--- src/rtl/stap_link_ctrl.sv ---
// Attach/detach sequencer for one of N secondary TAPs behind the SiP STAP gating stage.
// Tracks the primary 1149.1 TAP and only changes the gating config while the primary sits in Run-Test/Idle.
module stap_link_ctrl #(
   parameter int N_STAP     = 4,
   parameter int RST_CYCLES = 5,
   parameter int TIMEOUT    = 1024
) (
   input  logic       TCK,
   input  logic       TRST_N,
   input  logic       TMS,
   input  logic       req_valid,
   input  logic       req_attach,
   input  logic [2:0] req_idx,
   output logic       req_ready,
   output logic [7:0] config_reg,
   output logic       stap_rst_n,
   output logic [3:0] tap_state,
   output logic       attached,
   output logic       done,
   output logic       err
);

   typedef enum logic [3:0] {
      TLR    = 4'hF, RTI    = 4'hC,
      SEL_DR = 4'h7, CAP_DR = 4'h6, SH_DR  = 4'h2, EX1_DR = 4'h1,
      PAU_DR = 4'h3, EX2_DR = 4'h0, UPD_DR = 4'h5,
      SEL_IR = 4'h4, CAP_IR = 4'hE, SH_IR  = 4'hA, EX1_IR = 4'h9,
      PAU_IR = 4'hB, EX2_IR = 4'h8, UPD_IR = 4'hD
   } tap_t;

   typedef enum logic [2:0] {
      S_IDLE, S_WAIT_SAFE, S_RST, S_SYNC, S_ATTACHED, S_DET_WAIT
   } ctrl_t;

   tap_t        tap_q, tap_d;
   ctrl_t       st_q, st_d;
   logic [15:0] to_q, to_d;
   logic [7:0]  rc_q, rc_d;
   logic [2:0]  idx_q, idx_d;
   logic [7:0]  cfg_d;
   logic        srst_d, att_d, done_d, err_d;
   logic        safe, accept, idx_ok, timeout_hit, rst_last;

   assign tap_state   = tap_q;
   assign req_ready   = (st_q == S_IDLE) || (st_q == S_ATTACHED);
   assign accept      = req_valid && req_ready;
   assign idx_ok      = {1'b0, req_idx} < 4'(N_STAP);
   // The primary stays in RTI across the coming edge, so the secondary joins/leaves between scans.
   assign safe        = (tap_q == RTI) && !TMS;
   assign timeout_hit = (to_q == 16'(TIMEOUT - 1));
   assign rst_last    = (rc_q == 8'(RST_CYCLES - 1));

   always_comb begin
      unique case (tap_q)
         TLR:     tap_d = TMS ? TLR    : RTI;
         RTI:     tap_d = TMS ? SEL_DR : RTI;
         SEL_DR:  tap_d = TMS ? SEL_IR : CAP_DR;
         CAP_DR:  tap_d = TMS ? EX1_DR : SH_DR;
         SH_DR:   tap_d = TMS ? EX1_DR : SH_DR;
         EX1_DR:  tap_d = TMS ? UPD_DR : PAU_DR;
         PAU_DR:  tap_d = TMS ? EX2_DR : PAU_DR;
         EX2_DR:  tap_d = TMS ? UPD_DR : SH_DR;
         UPD_DR:  tap_d = TMS ? SEL_DR : RTI;
         SEL_IR:  tap_d = TMS ? TLR    : CAP_IR;
         CAP_IR:  tap_d = TMS ? EX1_IR : SH_IR;
         SH_IR:   tap_d = TMS ? EX1_IR : SH_IR;
         EX1_IR:  tap_d = TMS ? UPD_IR : PAU_IR;
         PAU_IR:  tap_d = TMS ? EX2_IR : PAU_IR;
         EX2_IR:  tap_d = TMS ? UPD_IR : SH_IR;
         UPD_IR:  tap_d = TMS ? SEL_DR : RTI;
         default: tap_d = TLR;
      endcase
   end

   always_comb begin
      // NOTE: every signal gets a default first so no path through the case infers a latch.
      st_d   = st_q;
      idx_d  = idx_q;
      cfg_d  = config_reg;
      srst_d = stap_rst_n;
      att_d  = attached;
      done_d = 1'b0;
      err_d  = 1'b0;
      rc_d   = rc_q;
      to_d   = (to_q < 16'(TIMEOUT)) ? to_q + 16'd1 : to_q;
      unique case (st_q)
         S_IDLE: begin
            if (accept) begin
               if (!req_attach) begin
                  done_d = 1'b1;
               end else if (idx_ok) begin
                  st_d  = S_WAIT_SAFE;
                  idx_d = req_idx;
                  to_d  = '0;
               end else begin
                  err_d = 1'b1;
               end
            end
         end
         S_WAIT_SAFE: begin
            if (safe) begin
               st_d   = S_RST;
               cfg_d  = {4'h0, idx_q, 1'b1};
               srst_d = 1'b0;
               rc_d   = '0;
            end else if (timeout_hit) begin
               st_d  = S_IDLE;
               err_d = 1'b1;
            end
         end
         S_RST: begin
            if (rst_last) begin
               st_d   = S_SYNC;
               srst_d = 1'b1;
            end else begin
               rc_d = rc_q + 8'd1;
            end
         end
         S_SYNC: begin
            if (safe) begin
               st_d   = S_ATTACHED;
               att_d  = 1'b1;
               done_d = 1'b1;
            end else if (tap_q != RTI) begin
               // Primary moved before the secondary could follow in lock-step: reset it again.
               st_d   = S_RST;
               srst_d = 1'b0;
               rc_d   = '0;
            end
         end
         S_ATTACHED: begin
            if (accept) begin
               if (req_attach) begin
                  err_d = 1'b1;
               end else begin
                  st_d = S_DET_WAIT;
                  to_d = '0;
               end
            end
         end
         S_DET_WAIT: begin
            if (safe) begin
               st_d   = S_IDLE;
               cfg_d  = 8'h00;
               att_d  = 1'b0;
               done_d = 1'b1;
            end else if (timeout_hit) begin
               st_d  = S_ATTACHED;
               err_d = 1'b1;
            end
         end
         default: st_d = S_IDLE;
      endcase
   end

   // NOTE: TRST_N is sampled on TCK (synchronous reset); all state uses non-blocking assignments.
   always_ff @(posedge TCK) begin
      if (!TRST_N) begin
         tap_q      <= TLR;
         st_q       <= S_IDLE;
         to_q       <= '0;
         rc_q       <= '0;
         idx_q      <= '0;
         config_reg <= 8'h00;
         stap_rst_n <= 1'b1;
         attached   <= 1'b0;
         done       <= 1'b0;
         err        <= 1'b0;
      end else begin
         tap_q      <= tap_d;
         st_q       <= st_d;
         to_q       <= to_d;
         rc_q       <= rc_d;
         idx_q      <= idx_d;
         config_reg <= cfg_d;
         stap_rst_n <= srst_d;
         attached   <= att_d;
         done       <= done_d;
         err        <= err_d;
      end
   end

endmodule
--- config.mk ---
export PLATFORM = sky130hd
export DESIGN_NAME = stap_link_ctrl
export DESIGN_NICKNAME = d
export VERILOG_FILES = /design/src/rtl/stap_link_ctrl.sv
export SDC_FILE = /design/constraint.sdc
export NUM_CORES = 1
export LEC_CHECK = 0
export CAP_MARGIN = 20
export CORE_MARGIN = 1.5
export CORE_UTILIZATION = 54
export CTS_CLUSTER_SIZE = 10
export DETAILED_ROUTE_END_ITERATION = 12
export GPL_TIMING_DRIVEN = 0
export PLACE_DENSITY = 0.87
export SYNTH_ARGS = -nofsm -noshare
export SYNTH_HDL_FRONTEND = slang
export SYNTH_SLANG_ARGS = --single-unit
--- constraint.sdc ---
create_clock -name TCK -period 2.07 [get_ports TCK]
set_clock_uncertainty 0.1 [all_clocks]
set_input_delay 0.3105 -clock TCK [delete_from_list [all_inputs] [get_ports TCK]]
set_output_delay 0.3105 -clock TCK [all_outputs]
set_load 0.005 [all_outputs]
; ---- Word level (Yosys, flattened, before mapping)
; Index checks and enable logic that the tools add are counted.
[totals]
inputBits = 8
out_inout_bits = 17
register_bits = 46
word_cells = 131
[classes]
magnitude_cmp = 2
add_sub_neg = 2
n_eq_ne = 38
mux = 59
reduce_logical = 20
[op_table]
columns = op, n
row1 = two-way mux 16 bit, 6
row2 = two-way mux 3 bit, 16
row3 = one-hot mux 4 bit (12 select lines), 1
row4 = two-way mux 8 bit, 5
row5 = "== test 4 bit, second input constant", 8
row6 = one-hot mux 16 bit (2 select lines), 1
row7 = "!= test 2 bit, second input constant", 12
row8 = one-hot mux 8 bit (3 select lines), 1
row9 = one-hot mux 3 bit (6 select lines), 1
row10 = "adder 16 x 1 -> 16 bit, second input constant", 1
row11 = "== test 16 x 10 -> 1 bit, second input constant", 1
row12 = "== test 4 x 3 -> 1 bit, second input constant", 4
row13 = "less-than comparator 16 x 11 -> 1 bit, second input constant", 1
row14 = two-way mux 1 bit, 16
row15 = one-hot mux 8 bit (2 select lines), 1
row16 = two-way mux 2 bit, 6
row17 = AND reduction 5 bit, 2
row18 = "!= test 3 bit, second input constant", 3
row19 = AND reduction 9 bit, 1
row20 = "adder 8 x 1 -> 8 bit, second input constant", 1
row21 = "== test 4 x 2 -> 1 bit, second input constant", 2
row22 = "== test 8 x 3 -> 1 bit, second input constant", 1
row23 = OR reduction 2 bit, 4
row24 = "== test 3 x 2 -> 1 bit, second input constant", 2
row25 = 18 further kinds, 24

; ---- Logic depth before layout (Yosys ltp)
; Gate-level depths: netlist of run 1.
[logic_depth]
ltp_word = 6
depth_mapped = 8
mapped_depth_nobuf = 7

; ---- Worst setup path before layout of run 1
; Ideal clock, no wire load.
[synth_timing]
kind = flip-flop to flip-flop
startpoint = register to_q[11] (netlist name)
endpoint = register stap_rst_n
path_slack_ps = 228
path_buffers = 0
t_required_ps = 1856
path_stages_with_launch = 6
period_less_slack_ps = 1842
setup_time_ps = 114
t_arrival_ps = 1628
path_cell_list = dfxtp_1 > or4_4 > nor3_4 > and4_1 > o211ai_1 > a21bo_1
[synth_rtl]
columns = element, line_no
row1 = to (signal assigned), 176  ; stap_rst_n <= srst_d;
row2 = to (decl), 16  ; output logic stap_rst_n,

; ---- Worst setup path after layout of run 1
[layout_timing]
startpoint = register st_q[0]
endpoint = output req_ready
[layout_between]
elab_chain_len = 2
elab_cells_between_ends = 3
cone_classes = eq/ne: 1 / reduce/logical: 2
[layout_rtl]
columns = element, line_no
row1 = from (decl), 36  ; ctrl_t st_q, st_d;
row2 = from (signal assigned), 171  ; st_q <= st_d;
row3 = == test 3 bit / zero test 3 bit (equally long branches), 45  ; assign req_ready = (st_q == S_IDLE) || (st_q == S_ATTACHED);
row4 = logical OR 1 bit (*), 45
row5 = to (decl), 14  ; output logic req_ready,
; Every way passes the cells marked *; elsewhere a longest branch is shown, timed or not.

==> out/metrics.yaml, run 1 <==
run_status:
  status: "completed"
yosys:
  synth_area_per_cell_um2: 8.40
  synth_top_area_share_pct: 43.5
  syn_area_um2: 1930
  ys_seq_elements: 42
  synth_area_leaders: "dfxtp_1 43%, nor2_1 6.0%, a21oi_1 4.4%"
  yosysUniqueCellTypes: 47
  yosysSeqAreaShare_pct: 43.5
  yosysTopAreaCell: "dfxtp_1"
  synth_warnings: 0
  synthCells: 230
routing:
  drt-initial-drc-count: 125
  firstDrtPassIters: 4
  drtAntennaViolNets: 0
  routedWlPerCell_um: 12.1
  vias: 1656
  via_per_inst: 5.41
  drt-total-wl_mm: 3.71
  drc: 0
timing:
  period_needed_ps: 1980
  clock.fmax_mhz: 504
  rsz0062_at_grt: "true"
  setup_viol: 0
  final_max_slew_viol_count: 0
  finalHoldViolations: 0
  fin_crit_sh_pct: 95.8
finish:
  multi_input_area_um2: 1000
  nFillCells: 278
  top_register: "to_q"
  final_cell_count_no_fill: 306
  reg_top3: "to_q: 16 flops, rc_q: 8 flops"
  seqCellArea_um2: 846
  num_antenna_cells: 0
  area.growth.synth_to_final_pct: 17.9
  nets: 270
  layout_common_cells: "38 x dfxtp_1, 30 x nor2_1, 19 x nand2_1, 19 x clkdlybuf4s50_1, 17 x a21oi_1"
  largest_register_ff_count: 16
  final_common_cell: "dfxtp_1"
  final_area_um2: 2280
  drive_above_1_share_pct: 11.9
critical_path:
  cp.arrival_ps: 1570
  path_cells: "buf_2, nor2_2, clkdlybuf4s50_1"
  end_kind: "output pin"
  slowest_delay_ps: 540
  cp-start-kind: "flip-flop"
  critical_path_class: "flip-flop to output pin"
  crit_slowest_cell: "clkdlybuf4s50_1"
  path_max_fanout: 10
  crit_required_ps: 1660
clock_tree:
  cts_tree: "built"
  cts.sinks: 42
  htreeDepth: 2
  cts-root-buf: "clkbuf_4"
  clockBufferDepth: 2
  insertion_delay_ps: 370
  numCtsBuffers: 5
  clk_pin_slew_ps: 130
global_route:
  grt_overflow: 0
  first_global_vias: 1505
  antenna_found_initial: 0
  grt_max_degree: 16
  grt_pass1_wl_mm: 6.54
  grtUsageTotal_pct: 20.8
floorplan:
  die_h_um: 62.8
  die-area_um2: 3950
  boundaryPins: 25
  start_util_pct: 57.0
  coreArea_um2: 3390
  die_w_um: 62.8
  rows: 21
pwr:
  seqPwrFrac_pct: 55.4
  vdd_ir_drop_max_mv: 0.424
  cell_internal_pwr_w: 0.00110
  pwr-share-clk_pct: 28.2
  p_total_w: 0.00156
  switchingPower_w: 0.000460
  p_leak_nw: 0.888
  switching_share_pct: 29.5
  combPwrFrac_pct: 16.5
  power.density_nw_per_um2: 684
placed_design:
  gp_congestion: 0.816
  numPortBuffers: 19
  dp_cells: 298
  dpl.hpwl_mm: 2.66
  place_area_um2: 2190
hold_path:
  hp-class: "input pin to flip-flop"
flow_run:
  max-cap-violations: 0
## cell type report
| type | instances | area share (%) |
|---|---|---|
| multi-input combinational | 166 | 44.1 |
| tap | 46 | 2.52 |
| timing repair buffer | 20 | 8.67 |
| buffer | 10 | 2.58 |
| inverter | 14 | 2.31 |
| clock inverter | 3 | 1.10 |
| sequential | 42 | 37.1 |
| clock buffer | 5 | 1.65 |
## critical path, delay by kind of cell (launching register included)
family        cells  cell delay, ps
buf+inv           2             700
flops             1             320
simple gates      1             190
## power groups by stage
stage | Clock (W) | Combinational, W | Sequential (W)
after detailed placement | 0 | 0.000249 | 0.000879
after global placement | 0 | 0.000240 | 0.000877
final | 0.000439 | 0.000257 | 0.000863
after CTS | 0.000445 | 0.000252 | 0.000861
after floorplan | 0 | 0.000161 | 0.000874
after global routing | 0.000479 | 0.000285 | 0.000867
## cell families (layout without fill, tap and decap cells)
family,Yosys count,in the layout,share of synthesized area [%]
AO/OA/AOI/OAI,45,45,13.9
XOR/XNOR,9,9,4.08
adder cells (fa/ha/maj),3,3,1.94
buffers and inverters,25,52,5.89
flip-flops,42,42,43.5
multiplexers,6,6,3.11
other,1,4,0.194
AND/OR/NAND/NOR,99,99,27.4
## final timing paths
kind | slack (ps) | endpoint | cells past startpoint | from
worst max-delay path | 90 | req_ready | 3 | st_q[0]$_SDFFE_PN0P_
worst min-delay path | 200 | tap_state[3]$_SDFF_PN1_ | 2 | TRST_N
worst max register to register | 90 | stap_rst_n$_SDFFE_PN1P_ | 5 | to_q[14]$_SDFF_PN0_
worst min register to register | 340 | to_q[14]$_SDFF_PN0_ | 2 | to_q[14]$_SDFF_PN0_
## metrics by stage
step,util [%],setup TNS (ps),hold WS [ps],setup slack [ps]
after detailed placement,64.7,-1990,329,-155
after global routing,67.3,0,234,1.20
after floorplan,-,0,308,228
final,67.3,0,201,87.6
after global placement,64.7,-1360,316,-119
after CTS,66.6,0,188,8.90
## layer usage
layer / up-vias / wire, um / track usage, % / part of all wire [%]
met1: 763 / 1710 / 25.0 / 46
met4: 0 / 48 / 8.89 / 1.3
li1: 846 / - / - / -
met3: 5 / 160 / 5.59 / 4.3
met2: 42 / 1800 / 34.8 / 48
met5: - / 0 / 0 / 0
## timing repair
item / CTS / global route
setup endpoints to repair: 1 / 22
gates resized for setup: 1 / 10
hold buffers: 0 / 0
pin swaps: 0 / 6
buffers inserted: 0 / 1
cloned: 0 / 0
## synthesized netlist by cell type (all sizes together)
| master | n |
|---|---|
| a211o | 1 |
| a21bo | 1 |
| a21oi | 17 |
| a22oi | 1 |
| a2bb2oi | 1 |
| a311o | 1 |
| a31oi | 1 |
| and2 | 1 |
| and3 | 4 |
| and4 | 5 |
| and4bb | 1 |
| buf | 6 |
| clkbuf | 5 |
| conb | 1 |
| dfxtp | 42 |
| ha | 3 |
| inv | 14 |
| mux2i | 6 |
| nand2 | 19 |
| nand2b | 1 |
| nand3 | 13 |
| nand3b | 1 |
| nand4 | 2 |
| nor2 | 31 |
| nor2b | 5 |
| nor3 | 4 |
| nor3b | 3 |
| nor4 | 1 |
| nor4b | 1 |
| o211a | 1 |
| o211ai | 2 |
| o21ai | 15 |
| o221ai | 1 |
| o22ai | 1 |
| o311ai | 1 |
| o31ai | 1 |
| or2 | 1 |
| or3 | 4 |
| or4 | 2 |
| xnor2 | 5 |
| xor2 | 4 |
(Power assumes the default switching activity.)
==> run 2: changes to the inputs <==
--- a/config.mk
+++ b/config.mk
@@ -5,13 +5,14 @@
 export SDC_FILE = /design/constraint.sdc
 export NUM_CORES = 1
 export LEC_CHECK = 0
+export ABC_AREA = 1
 export CAP_MARGIN = 20
 export CORE_MARGIN = 1.5
-export CORE_UTILIZATION = 54
+export CORE_UTILIZATION = 55
 export CTS_CLUSTER_SIZE = 10
 export DETAILED_ROUTE_END_ITERATION = 12
 export GPL_TIMING_DRIVEN = 0
-export PLACE_DENSITY = 0.87
+export PLACE_DENSITY = 0.88
 export SYNTH_ARGS = -nofsm -noshare
 export SYNTH_HDL_FRONTEND = slang
 export SYNTH_SLANG_ARGS = --single-unit
==> run 2 against run 1 <==
Against the previous run: sequential share of layout area decreased by 2.1 points; combinational power increased by 95%; hold slack improved by 33 ps; count of clock-buffer cells in the layout increased by 2; setup slack improved by 90 ps; via count increased by 14%; synthesized cell count increased by 27%; sequential power increased by 11%; first-iteration DRC count increased by 10%; global-route usage increased by 1.2 points.
==> out/metrics.yaml, run 2 <==
run_status:
  status: "completed"
clock_tree:
  cts_tree: "built"
  cts-root-buf: "clkbuf_8"
  htreeDepth: 2
  insertion_delay_ps: 290
  clockBufferDepth: 2
  cts.sinks: 42
  postCtsSetupRepairBufs: 0
  ctsResizeCount: 0
  numCtsBuffers: 5
  clk_pin_slew_ps: 70
  cts-hold-fix-buffers: 0
yosys:
  synthCells: 291
  yosysUniqueCellTypes: 35
  synth_warnings: 0
  yosysTopAreaCell: "dfxtp_1"
  synth_top_area_share_pct: 40.7
  synthArstFlopShare_pct: 0
  synth_top_cells_by_count: "55 x nand2_1, 50 x nor2_1, 42 x dfxtp_1"
  yosysSeqAreaShare_pct: 40.7
  synth.most_common_cell: "nand2_1"
  syn_area_um2: 2070
  synth_area_per_cell_um2: 7.10
  ys_seq_elements: 42
  synth_edf_count: 0
  synthFlopType: "dfxtp_1"
  synth_area_leaders: "dfxtp_1 41%, nand2_1 10%, nor2_1 9.1%"
critical_path:
  cp.depth: 2
  worst_path_dominant_cell_family: "buffers and inverters"
  end_kind: "output pin"
  crit_slowest_cell: "clkdlybuf4s50_1"
  cp-start-kind: "flip-flop"
  path_max_fanout: 7
  cp_num_buf_inv: 1
  startpoint: "st_q[0]$_SDFFE_PN0P_"
  crit_end: "req_ready"
  crit_required_ps: 1660
  path_cells: "nor2_2, clkdlybuf4s50_1"
  cp.arrival_ps: 1480
  setup.reg_to_reg.worst_slack_ps: 380
  critical_path_class: "flip-flop to output pin"
  r2r_start: "st_q[2]$_SDFFE_PN0P_"
  rr_worst_depth: 8
  r2r_end: "st_q[0]$_SDFFE_PN0P_"
  slowest_delay_ps: 560
routing:
  via_per_inst: 5.13
  drc: 0
  routedWlPerCell_um: 11.3
  drt-total-wl_mm: 4.14
  drt-initial-drc-count: 138
  firstDrtPassIters: 4
  drtAntennaViolNets: 0
  vias: 1886
timing:
  clock.fmax_mhz: 528
  fin_crit_sh_pct: 91.4
  finalHoldViolations: 0
  final.setup.tns_ps: 0
  rsz0062_at_grt: "false"
  period_needed_ps: 1890
  setup_viol: 0
  final_max_slew_viol_count: 0
global_route:
  antenna_found_initial: 0
  grtUsageTotal_pct: 21.9
  first_global_vias: 1721
  grt_max_degree: 12
  grt_overflow: 0
  grt_pass1_wl_mm: 7.11
pwr:
  p_total_w: 0.00195
  seqPwrFrac_pct: 49.1
  pwr-share-clk_pct: 25.2
  vdd_ir_drop_max_mv: 0.601
  p_leak_nw: 0.996
  combPwrFrac_pct: 25.7
  switching_share_pct: 31.6
  cell_internal_pwr_w: 0.00133
  switchingPower_w: 0.000614
  power.density_nw_per_um2: 809
finish:
  nFillCells: 321
  final_cell_count_no_fill: 368
  largest_register_ff_count: 16
  reg_top3: "to_q: 16 flops, rc_q: 8 flops"
  top_register: "to_q"
  area.growth.synth_to_final_pct: 16.4
  drive_above_1_share_pct: 8.75
  num_antenna_cells: 0
  nets: 331
  final_common_cell: "nand2_1"
  layout_common_cells: "55 x nand2_1, 50 x nor2_1, 42 x dfxtp_1, 36 x inv_1, 20 x a21oi_1"
floorplan:
  coreArea_um2: 3630
  die_h_um: 64.3
  start_util_pct: 56.9
  die_w_um: 64.3
  boundaryPins: 25
  rows: 22
  die-area_um2: 4130
placed_design:
  numPortBuffers: 19
  dp_cells: 361
  dpl.hpwl_mm: 3.04
  gp_congestion: 0.847
hold_path:
  whs_path_depth: 2
  hp-class: "input pin to flip-flop"
flow_run:
  max-cap-violations: 0
run 2: cell types whose count changed in the layout (fill, tap and decap cells not counted), sizes merged, moves of 4 or more:
| cell | previous run | this run |
|---|---|---|
| and3 | 4 | 0 |
| and4 | 5 | 0 |
| inv | 15 | 37 |
| mux2i | 6 | 0 |
| nand2 | 19 | 59 |
| nand3 | 13 | 19 |
| nor2 | 31 | 55 |
| nor2b | 5 | 0 |
| or3 | 4 | 0 |
run 2: power groups by stage:
stage                     clock (W)  sequential, W  combinational [W]
final                      0.000489       0.000956           0.000501
after global routing       0.000540       0.000969           0.000561
after CTS                  0.000502       0.000954           0.000500
after detailed placement          0       0.000973           0.000496
after global placement            0       0.000969           0.000484
after floorplan                   0       0.000959           0.000328
run 2: layer usage:
layer	vias to the layer above	GRT usage (%)	wire, um
met4	0	7.45	61
met2	33	39.8	2020
met5	-	0	0
li1	994	-	-
met1	852	24.3	1880
met3	7	6.34	181
run 2: worst min-delay path by stage:
stage / endpoint / slack (ps) / start
floorplan: to_q[13]$_SDFF_PN0_ / 310 / to_q[13]$_SDFF_PN0_
global placement: to_q[11]$_SDFF_PN0_ / 320 / to_q[11]$_SDFF_PN0_
detailed placement: to_q[14]$_SDFF_PN0_ / 320 / to_q[14]$_SDFF_PN0_
CTS: stap_rst_n$_SDFFE_PN1P_ / 240 / TRST_N
global route: stap_rst_n$_SDFFE_PN1P_ / 260 / TRST_N
finish: stap_rst_n$_SDFFE_PN1P_ / 230 / TRST_N
run 2: final cells by class:
type                    count  area (um2)  share of cell area (%)
plain buffers               7        50.0                    2.08
clock buffers               7        76.3                    3.18
inverters                  38         143                    5.93
multi-input cells         207        1040                    43.4
flip-flops and latches     42         841                    35.0
well taps                  48        60.1                    2.50
repair buffers             19         190                    7.91
run 2: worst reg2reg max path: stages (launching register included):
cell and delay [ps]:
dfxtp_1 370, inv_2 150, nand2_2 100, nor2_2 270, o21ai_0 220, nand2_1 120
nor2_1 50, a21oi_1 150, nor2_1 60
run 2: cells by family (layout without fill, tap and decap cells):
family	Yosys count	in the layout	synth area share, %
AND/OR/NAND/NOR	144	144	30.4
AO/OA/AOI/OAI	48	48	14.2
buffers and inverters	45	71	9.33
flip-flops	42	42	40.7
XOR/XNOR	8	8	3.39
adder cells (fa/ha/maj)	3	3	1.82
other	1	4	0.182
run 2: metrics by stage:
step	cell area [um2]	util [%]	hold WS [ps]	worst slack, ps
3_3_place_gp	2330	64.0	315	44.2
3_5_place_dp	2330	64.0	318	-5.02
4_1_cts	2400	66.2	237	184
2_1_floorplan	2080	-	308	595
5_1_grt	2400	66.2	259	117
6_report	2400	66.2	234	178
==> run 3: changes to the inputs <==
--- a/config.mk
+++ b/config.mk
@@ -9,6 +9,7 @@
 export CAP_MARGIN = 20
 export CORE_MARGIN = 1.5
 export CORE_UTILIZATION = 55
+export CTS_BUF_LIST = sky130_fd_sc_hd__clkbuf_8
 export CTS_CLUSTER_SIZE = 10
 export DETAILED_ROUTE_END_ITERATION = 12
 export GPL_TIMING_DRIVEN = 0
==> run 3 against run 2 <==
Against the previous run: first-iteration DRC count is the same; final cell count is the same; setup slack gained 8.0 ps; register-to-register slack is essentially flat; combinational power is essentially flat; die area is the same; sequential power is essentially flat; largest power group unchanged; highest routed layer unchanged.
==> out/metrics.yaml, run 3 (synthesized netlist as in run 2, its figures left out) <==
finish:
  multi_input_area_um2: 1040
  top_register: "to_q"
  nets: 331
  final_area_um2: 2400
  nFillCells: 321
  reg_top3: "to_q: 16 flops, rc_q: 8 flops"
  layout_common_cells: "55 x nand2_1, 50 x nor2_1, 42 x dfxtp_1, 38 x inv_1, 20 x a21oi_1"
  drive_above_1_share_pct: 8.75
  largest_register_ff_count: 16
  seqCellArea_um2: 841
  area.growth.synth_to_final_pct: 16.4
  final_util_pct: 66.2
  num_antenna_cells: 0
  final_common_cell: "nand2_1"
clock_tree:
  postCtsSetupRepairBufs: 0
  cts-root-buf: "clkbuf_8"
  ctsResizeCount: 0
  cts_tree: "built"
  insertion_delay_ps: 290
  clk_pin_slew_ps: 70
  cts.sinks: 42
  cts-hold-fix-buffers: 0
  htreeDepth: 2
  numCtsBuffers: 5
  clockBufferDepth: 2
critical_path:
  r2r_end: "st_q[0]$_SDFFE_PN0P_"
  path_max_fanout: 7
  path_cells: "nor2_2, clkdlybuf4s50_1"
  slowest_delay_ps: 560
  r2r_start: "st_q[2]$_SDFFE_PN0P_"
  worst_path_dominant_cell_family: "buffers and inverters"
  rr_worst_depth: 8
  end_kind: "output pin"
  crit_required_ps: 1660
  cp.arrival_ps: 1470
  cp-start-kind: "flip-flop"
  crit_slowest_cell: "clkdlybuf4s50_1"
  critical_path_class: "flip-flop to output pin"
  cp_num_buf_inv: 1
  setup.reg_to_reg.worst_slack_ps: 380
pwr:
  power.density_nw_per_um2: 806
  cell_internal_pwr_w: 0.00132
  switchingPower_w: 0.000616
  switching_share_pct: 31.8
  vdd_ir_drop_max_mv: 0.590
  p_leak_nw: 1.00
  pwr-share-clk_pct: 24.8
  seqPwrFrac_pct: 49.3
  combPwrFrac_pct: 25.9
  p_total_w: 0.00194
routing:
  firstDrtPassIters: 4
  drt-initial-drc-count: 138
  via_per_inst: 5.12
  drc: 0
  routedWlPerCell_um: 11.2
  drt-total-wl_mm: 4.11
  drtAntennaViolNets: 0
  vias: 1884
floorplan:
  boundaryPins: 25
  die_h_um: 64.3
  rows: 22
  start_util_pct: 56.9
  die-area_um2: 4130
  die_w_um: 64.3
  coreArea_um2: 3630
hold_path:
  min_from: "TRST_N"
  hp-class: "input pin to flip-flop"
  min_to: "stap_rst_n$_SDFFE_PN1P_"
  whs_path_depth: 2
run_status:
  status: "completed"
global_route:
  grt_max_degree: 12
  antenna_found_initial: 0
  grtUsageTotal_pct: 21.9
  grt_pass1_wl_mm: 7.11
  first_global_vias: 1721
  grt_overflow: 0
placed_design:
  gp_congestion: 0.847
  place_area_um2: 2330
  dpl.hpwl_mm: 3.04
  numPortBuffers: 19
timing:
  finalHoldViolations: 0
  clock.fmax_mhz: 531
  final_max_slew_viol_count: 0
  fin_crit_sh_pct: 91.0
  final.setup.tns_ps: 0
  period_needed_ps: 1880
  setup_viol: 0
  rsz0062_at_grt: "false"
flow_run:
  max-cap-violations: 0
-- run 3: how the worst max path moves through the flow --
| stage | from | endpoint | slack (ps) | cells after the start |
|---|---|---|---|---|
| 2_1_floorplan | to_q[0]$_SDFF_PN0_ | st_q[0]$_SDFFE_PN0P_ | 600 | 10 |
| 5_1_grt | st_q[0]$_SDFFE_PN0P_ | req_ready | 120 | 2 |
| 4_1_cts | st_q[0]$_SDFFE_PN0P_ | req_ready | 180 | 2 |
| 6_report | st_q[0]$_SDFFE_PN0P_ | req_ready | 190 | 2 |
| 3_3_place_gp | TMS | rc_q[1]$_SDFFE_PN0P_ | 40 | 10 |
| 3_5_place_dp | TMS | rc_q[1]$_SDFFE_PN0P_ | -5 | 10 |
-- run 3: worst reg2reg max path: cells and delay by family (launching register included) --
kind / cells / cell delay, ps
simple gates: 5 / 600
buf+inv: 1 / 150
compound gates: 2 / 370
flops: 1 / 370
-- run 3: metal layers --
metal / global-route usage [%] / wire [um] / vias to the layer above / part of all wire [%]
li1: - / - / 991 / -
met1: 24.3 / 1850 / 850 / 45
met2: 39.8 / 2020 / 36 / 49
met3: 6.34 / 179 / 7 / 4.4
met4: 7.45 / 61 / 0 / 1.5
met5: 0 / 0 / - / 0
-- run 3: final cells by class --
cell class / count / share of cell area, %
flip-flops and latches: 42 / 35.0
plain buffers: 7 / 2.08
multi-input cells: 207 / 43.4
inverters: 38 / 5.93
clock inverters: 2 / 0.312
clock buffers: 5 / 2.86
repair buffers: 19 / 7.91
well taps: 48 / 2.50
-- run 3: through the flow --
step | hold WS (ps) | cells | worst slack (ps)
finish | 238 | 368 | 186
global route | 259 | 368 | 117
CTS | 237 | 368 | 184
detailed placement | 318 | 361 | -5.02
global placement | 315 | 361 | 44.2
floorplan | 308 | 294 | 595
-- run 3: power groups by stage --
stage / clock network (W) / registers (W) / logic, W
after global routing: 0.000531 / 0.000969 / 0.000561
after floorplan: 0 / 0.000959 / 0.000328
after CTS: 0.000492 / 0.000954 / 0.000500
after detailed placement: 0 / 0.000973 / 0.000496
after global placement: 0 / 0.000969 / 0.000484
final: 0.000481 / 0.000955 / 0.000501
